**config.mk**
```make
export PLATFORM = sky130hd
export DESIGN_NAME = jam_param
export DESIGN_NICKNAME = d
export VERILOG_FILES = /design/src/rtl/jam_param.sv
export SDC_FILE = /design/constraint.sdc
export NUM_CORES = 1
export LEC_CHECK = 0
export ABC_AREA = 1
export BUFFER_PORTS_ARGS = -buffer_cell sky130_fd_sc_hd__buf_2
export CELL_PAD_IN_SITES_DETAIL_PLACEMENT = 0
export CELL_PAD_IN_SITES_GLOBAL_PLACEMENT = 1
export CORE_AREA = 2 2 104 146
export CTS_BUF_LIST = sky130_fd_sc_hd__clkbuf_8
export DETAILED_ROUTE_END_ITERATION = 8
export DIE_AREA = 0 0 106 148
export GPL_TIMING_DRIVEN = 0
export MAX_ROUTING_LAYER = met4
export PLACE_DENSITY = 0.86
export SETUP_SLACK_MARGIN = 0.1
export SLEW_MARGIN = 25
export SYNTH_ARGS = -nofsm -noshare
export SYNTH_HDL_FRONTEND = slang
export SYNTH_SLANG_ARGS = --single-unit
```
**constraint.sdc**
```tcl
create_clock -name CLK -period 4.9 [get_ports CLK]
set_clock_uncertainty 0.1 [all_clocks]
set_input_delay 0.49 -clock CLK [delete_from_list [all_inputs] [get_ports CLK]]
set_output_delay 0.49 -clock CLK [all_outputs]
set_load 0.01 [all_outputs]
```
**src/rtl/jam_param.sv**
```systemverilog
// Exhaustive N x N job-assignment solver walking all N! permutations in lex order.
// Define JAM_BEST_PERM_EN to add the BestPerm output (job of each worker in the best assignment).
module jam_param #(
  parameter int N   = 8,
  parameter int CW  = 7,
  parameter int MCW = 4,
  localparam int IW = $clog2(N),
  localparam int SW = CW + $clog2(N)
) (
  input  logic           CLK,
  input  logic           RST,
  input  logic           start,
  output logic           busy,
  output logic [IW-1:0]  W,
  output logic [IW-1:0]  J,
  input  logic [CW-1:0]  Cost,
  output logic [SW-1:0]  MinCost,
  output logic [MCW-1:0] MatchCount,
`ifdef JAM_BEST_PERM_EN
  output logic [N*IW-1:0] BestPerm,
`endif
  output logic           Valid
);

  typedef enum logic [1:0] {
    IDLE,
    ACC,
    NEXT,
    DONE
  } state_t;

  state_t state, state_nx;

  logic [IW-1:0]  perm [N];
  logic [IW-1:0]  nxt  [N];
  logic [IW-1:0]  sw   [N];
  logic [IW-1:0]  w_q;
  logic [SW-1:0]  acc;
  logic [SW-1:0]  total;
  logic [SW-1:0]  min_q;
  logic [MCW-1:0] cnt_q;
  logic           last_w;
  logic           desc;
  logic           go;
  int             piv;
  int             kk;
  logic [IW-1:0]  pv;
  logic [IW-1:0]  kv;

`ifdef JAM_BEST_PERM_EN
  logic [N*IW-1:0] perm_flat;
  logic [N*IW-1:0] best_q;
`endif

  assign W          = w_q;
  assign J          = perm[w_q];
  assign MinCost    = min_q;
  assign MatchCount = cnt_q;
  assign last_w     = (w_q == IW'(N - 1));
  assign total      = acc + SW'(Cost);
  assign go         = start && (state == IDLE || state == DONE);

  // Lexicographic successor of perm; desc flags the final (descending) permutation.
  always_comb begin
    piv  = 0;
    pv   = perm[0];
    desc = 1'b1;
    for (int i = 0; i < N - 1; i++) begin
      if (perm[i] < perm[i+1]) begin
        piv  = i;
        pv   = perm[i];
        desc = 1'b0;
      end
    end
    kk = piv;
    kv = pv;
    for (int k = 0; k < N; k++) begin
      if (k > piv && perm[k] > pv) begin
        kk = k;
        kv = perm[k];
      end
    end
    for (int i = 0; i < N; i++) begin
      sw[i] = perm[i];
      if (i == piv)
        sw[i] = kv;
      else if (i == kk)
        sw[i] = pv;
    end
    for (int i = 0; i < N; i++) begin
      nxt[i] = sw[i];
      for (int j = 0; j < N; j++) begin
        if (i > piv && j == N + piv - i)
          nxt[i] = sw[j];
      end
    end
  end

  // State register.
  always_ff @(posedge CLK) begin
    if (RST)
      state <= IDLE;
    else
      state <= state_nx;
  end

  // Next-state and status outputs.
  always_comb begin
    state_nx = state;
    busy     = 1'b0;
    Valid    = 1'b0;
    unique case (state)
      IDLE: begin
        if (start)
          state_nx = ACC;
      end
      ACC: begin
        busy = 1'b1;
        if (last_w)
          state_nx = desc ? DONE : NEXT;
      end
      NEXT: begin
        busy     = 1'b1;
        state_nx = ACC;
      end
      DONE: begin
        Valid = 1'b1;
        if (start)
          state_nx = ACC;
      end
    endcase
  end

  // Permutation, accumulator and result registers.
  always_ff @(posedge CLK) begin
    if (RST || go) begin
      for (int i = 0; i < N; i++)
        perm[i] <= IW'(i);
      w_q   <= '0;
      acc   <= '0;
      min_q <= '1;
      cnt_q <= '0;
    end else begin
      if (state == ACC) begin
        if (!last_w) begin
          acc <= total;
          w_q <= w_q + IW'(1);
        end else begin
          if (total < min_q) begin
            min_q <= total;
            cnt_q <= MCW'(1);
          end else if (total == min_q && cnt_q != '1) begin
            cnt_q <= cnt_q + MCW'(1);
          end
          w_q <= '0;
          acc <= '0;
        end
      end
      if (state == NEXT) begin
        for (int i = 0; i < N; i++)
          perm[i] <= nxt[i];
      end
    end
  end

`ifdef JAM_BEST_PERM_EN
  // Flatten perm so it can be captured as a single word.
  always_comb begin
    perm_flat = '0;
    for (int i = 0; i < N; i++)
      perm_flat[i*IW +: IW] = perm[i];
  end

  // Capture the assignment on every strict improvement; ties keep the earlier one.
  always_ff @(posedge CLK) begin
    if (RST || go)
      best_q <= '0;
    else if (state == ACC && last_w && total < min_q)
      best_q <= perm_flat;
  end

  assign BestPerm = best_q;
`endif

endmodule
```
==> summary by stage <==
Run status
The run finished with clean final reports.

Drt
The post-detailed-route DRC marker count is 0. For this block, the routed nets add up to ~25,000 um of wire. After the first detailed-routing iteration, the DRC count stood at 651. The via count is approximately 7,400. In the final routed layout, each cell accounts on average for about 19 um. The total iterations of the first detailed-routing run is 5. The count of nets left with antenna violations after detail routing is 0. After detailed routing, the number of vias per cell comes to 5.68.

Critical path
At the worst endpoint, the arrival time is 4.73 ns. The most prevalent standard cell on the critical path is sky130_fd_sc_hd__nand2_1. STA classifies the critical path endpoint as a register. The highest net fanout along the worst path is 7. The highest cell delay on the worst timing path is 0.46 ns. The number of cells on the worst reg-to-reg path is 32. The type of the setup path with the least slack is reg -> reg.

The data required time at the worst endpoint is a little under 5 ns. The standard cell with the maximum stage delay on the critical path is sky130_fd_sc_hd__edfxtp_1. The worst setup path is launched from a register.

Placed design
The placed instance area is 0.00691 mm^2. Summed over all nets, the half-perimeter wirelength after detailed placement is 18,300 um. At the placement stage, the worst setup path has a slack of -0.825 ns. Routability-driven placement finished with a final weighted congestion of 0.996.

The count of buffers added on input and output ports is 31. Once placement completed, the tool counted placed cells totaling between 1,000 and 1,500.

Synthesis
The count of flip-flops with a built-in enable after synthesis is 24. The post-synthesis mux area share is 0. The flop and latch count out of synthesis is 56. The count of mapped cells out of synthesis is around 1,000. The most instantiated flip-flop cell in the synthesis netlist is sky130_fd_sc_hd__dfxtp_1. The share of synthesized flip-flops with an asynchronous set or reset is 0.

The share of the synthesized area in compound gates (AO/OA/AOI/OAI) is 0.235. The count of yosys warnings during synthesis is 0. The part of the Yosys area used for sequential elements is 0.209.

The mean instance size in the synthesized netlist is approximately 6.5 um^2. Of the total synthesized cell area, the portion taken by full adders, half adders and majority gates is 0.113. The xor and xnor fraction of the mapped netlist area is 0.0121.

The net count after synthesis is 1,069. Of the total synthesized cell area, the portion taken by AND, OR, NAND and NOR gates is 0.321. By area, the combinational part of the netlist is dominated by simple AND/OR/NAND/NOR gates. Summing every instance area after synthesis gives 0.00652 mm^2. The distinct cell type count after synthesis is 57.

Layout
In the layout the commonest cells are sky130_fd_sc_hd__nand2_1 (236), sky130_fd_sc_hd__inv_1 (127), sky130_fd_sc_hd__buf_4 (74), sky130_fd_sc_hd__a21oi_1 (72), sky130_fd_sc_hd__nand3_1 (67). The number of nets in the finished design is between 1,000 and 1,500. In the final layout, the share of cells above drive strength 1 is 0.262. The non-filler instance count after layout is 1,306. After routing the design area is 0.00809 mm^2. From synthesis to final layout, the design area changed by 24.2%.

The number of diodes added for antenna fixing is 0. Leaving out fill and tap cells, the most frequent cell in the layout is sky130_fd_sc_hd__nand2_1. The number of filler cells placed in the layout is roughly 1,500.

GRT
The first-pass GRT wire length is 36,100 um. The global route total overflow is 0. For this run, the total global-route usage over all layers was measured as 0.309. The number of antenna violations at the first check in global routing is 0.

The via count of the first global-routing pass is 6,698. The maximum number of pins on one net before global-route repair is 25.

Floorplan
The die extent in x is 106 um. The row count is 52. The number of I/O pins is 32.

Measured along the y axis, the die boundary spans 148 um. For this configuration, the core starts out at a cell density of 0.453. The total die area is 0.0157 mm^2. The total area inside the core boundary comes to between 0.01 and 0.015 mm^2.

CTS
Counting along the longest clock path gives a buffer depth of 2. The number of sinks driven by the clock tree is 56. The later pin in the worst-skew pair is clocked with a latency of roughly 0.35 ns. In this run, CTS created clock tree buffers numbering 5. TritonCTS built the clock tree.

The maximum level of the CTS H-tree is 2. CTS placed an instance of sky130_fd_sc_hd__clkbuf_8 at the clock tree root. The number of hold buffers added after CTS is 0.

Clock-pin slew was measured on the worst setup and hold paths at roughly 0.13 ns.

Timing
The setup-violating endpoint count in the final report is 0. Measured against its own limit, the worst slew margin works out to 0.592. The final worst-path setup slack is 0.172 ns. Summed over all failing endpoints, the final setup total negative slack is 0 ns. The max-slew violation count was 0.

For the pin with the worst max-slew slack, the measured transition is 0.607 ns. The part of the cycle the worst path needs is 0.965. The hold violation total from the final report came to 0. The final period demand of the worst path is 4.73 ns.

Based on the critical path, the design can be clocked at up to 211 MHz. Setup repair after global routing could not meet its margin everywhere.

Worst hold path
The worst hold path passes through 2 cells. The worst hold path class is in -> reg.

Flow run
The number of violations of the max-capacitance limit is 0.
[worst paths after layout]
kind                                  from                        to  slack (ns)
hold / removal                         RST     state[1]$_SDFFE_PP0P_        0.25
hold reg to reg        acc[3]$_SDFFE_PP0N_       acc[3]$_SDFFE_PP0N_        0.38
setup / recovery  perm[2][2]$_SDFFCE_PN0P_  perm[7][0]$_SDFFCE_PP1P_        0.17
setup reg to reg  perm[2][2]$_SDFFCE_PN0P_  perm[7][0]$_SDFFCE_PP1P_        0.17
[sequential cells by signal, indices dropped and copies added, names as in the netlist, named ones only]
name	cells
W	3
MatchCount	4
state	2
MinCost	10
acc	10
perm	24
[cell type report]
type	count	area [um^2]	area share
buffer	15	98.8	0.0122
clock buffer	5	68.8	0.00850
clock inverter	3	17.5	0.00216
inverter	165	649	0.0802
multi-input combinational	766	4920	0.607
sequential	56	1360	0.168
tap	189	236	0.0292
timing repair buffer	107	744	0.0920
[through the flow]
stage	hold slack (ns)	util
global placement	0.361	0.480
finish	0.246	0.563
global route	0.255	0.563
floorplan	0.348	-
CTS	0.248	0.507
detailed placement	0.364	0.480
[routing by layer]
layer,share of wire,up-vias,track usage
met3,0.048,132,0.0304
met1,0.38,3387,0.340
met2,0.49,305,0.525
met4,0.080,0,0.211
met5,0,-,-
li1,-,3593,-
[synth_stat cells, types with 10 or more instances]
cell                       count  share of area
sky130_fd_sc_hd__a21oi_1      83          0.064
sky130_fd_sc_hd__a31oi_1      11          0.011
sky130_fd_sc_hd__clkbuf_1     10         0.0058
sky130_fd_sc_hd__dfxtp_1      32          0.098
sky130_fd_sc_hd__edfxtp_1     24           0.11
sky130_fd_sc_hd__ha_1         57           0.11
sky130_fd_sc_hd__inv_1       142          0.082
sky130_fd_sc_hd__inv_2        16         0.0092
sky130_fd_sc_hd__nand2_1     254           0.15
sky130_fd_sc_hd__nand2_2      19          0.018
sky130_fd_sc_hd__nand3_1      72          0.055
sky130_fd_sc_hd__nand4_1      10         0.0096
sky130_fd_sc_hd__nor2_1       52          0.030
sky130_fd_sc_hd__nor3_1       13          0.010
sky130_fd_sc_hd__o211ai_1     19          0.022
sky130_fd_sc_hd__o21ai_0      62          0.048
sky130_fd_sc_hd__o21ai_1      20          0.015
sky130_fd_sc_hd__o21ai_2      12          0.016
[worst max-delay path, delay by kind of cell (launching register included)]
family | cells | cell delay (ns)
and+or+nand+nor | 23 | 2.27
AOI/OAI and AO/OA | 4 | 0.67
adders and majority gates | 2 | 0.64
DFF | 1 | 0.46
buffers and inverters | 3 | 0.34
[timing repair]
| action | CTS | global route |
|---|---|---|
| endpoints found under the setup margin | 24 | 26 |
| gates cloned | 0 | 1 |
| setup buffers | 23 | 53 |
| resized for setup | 37 | 90 |
| pin swaps | 10 | 63 |
[kinds of logic after synthesis]
logic type	count (synthesis)
buffers and inverters	180
AO/OA/AOI/OAI	248
XOR/XNOR	9
adder cells (fa/ha/maj)	58
flip-flops	56
AND/OR/NAND/NOR	450
Power is not shown: default switching activity piles up to over one toggle a cycle in this logic, so the estimate is an artifact.
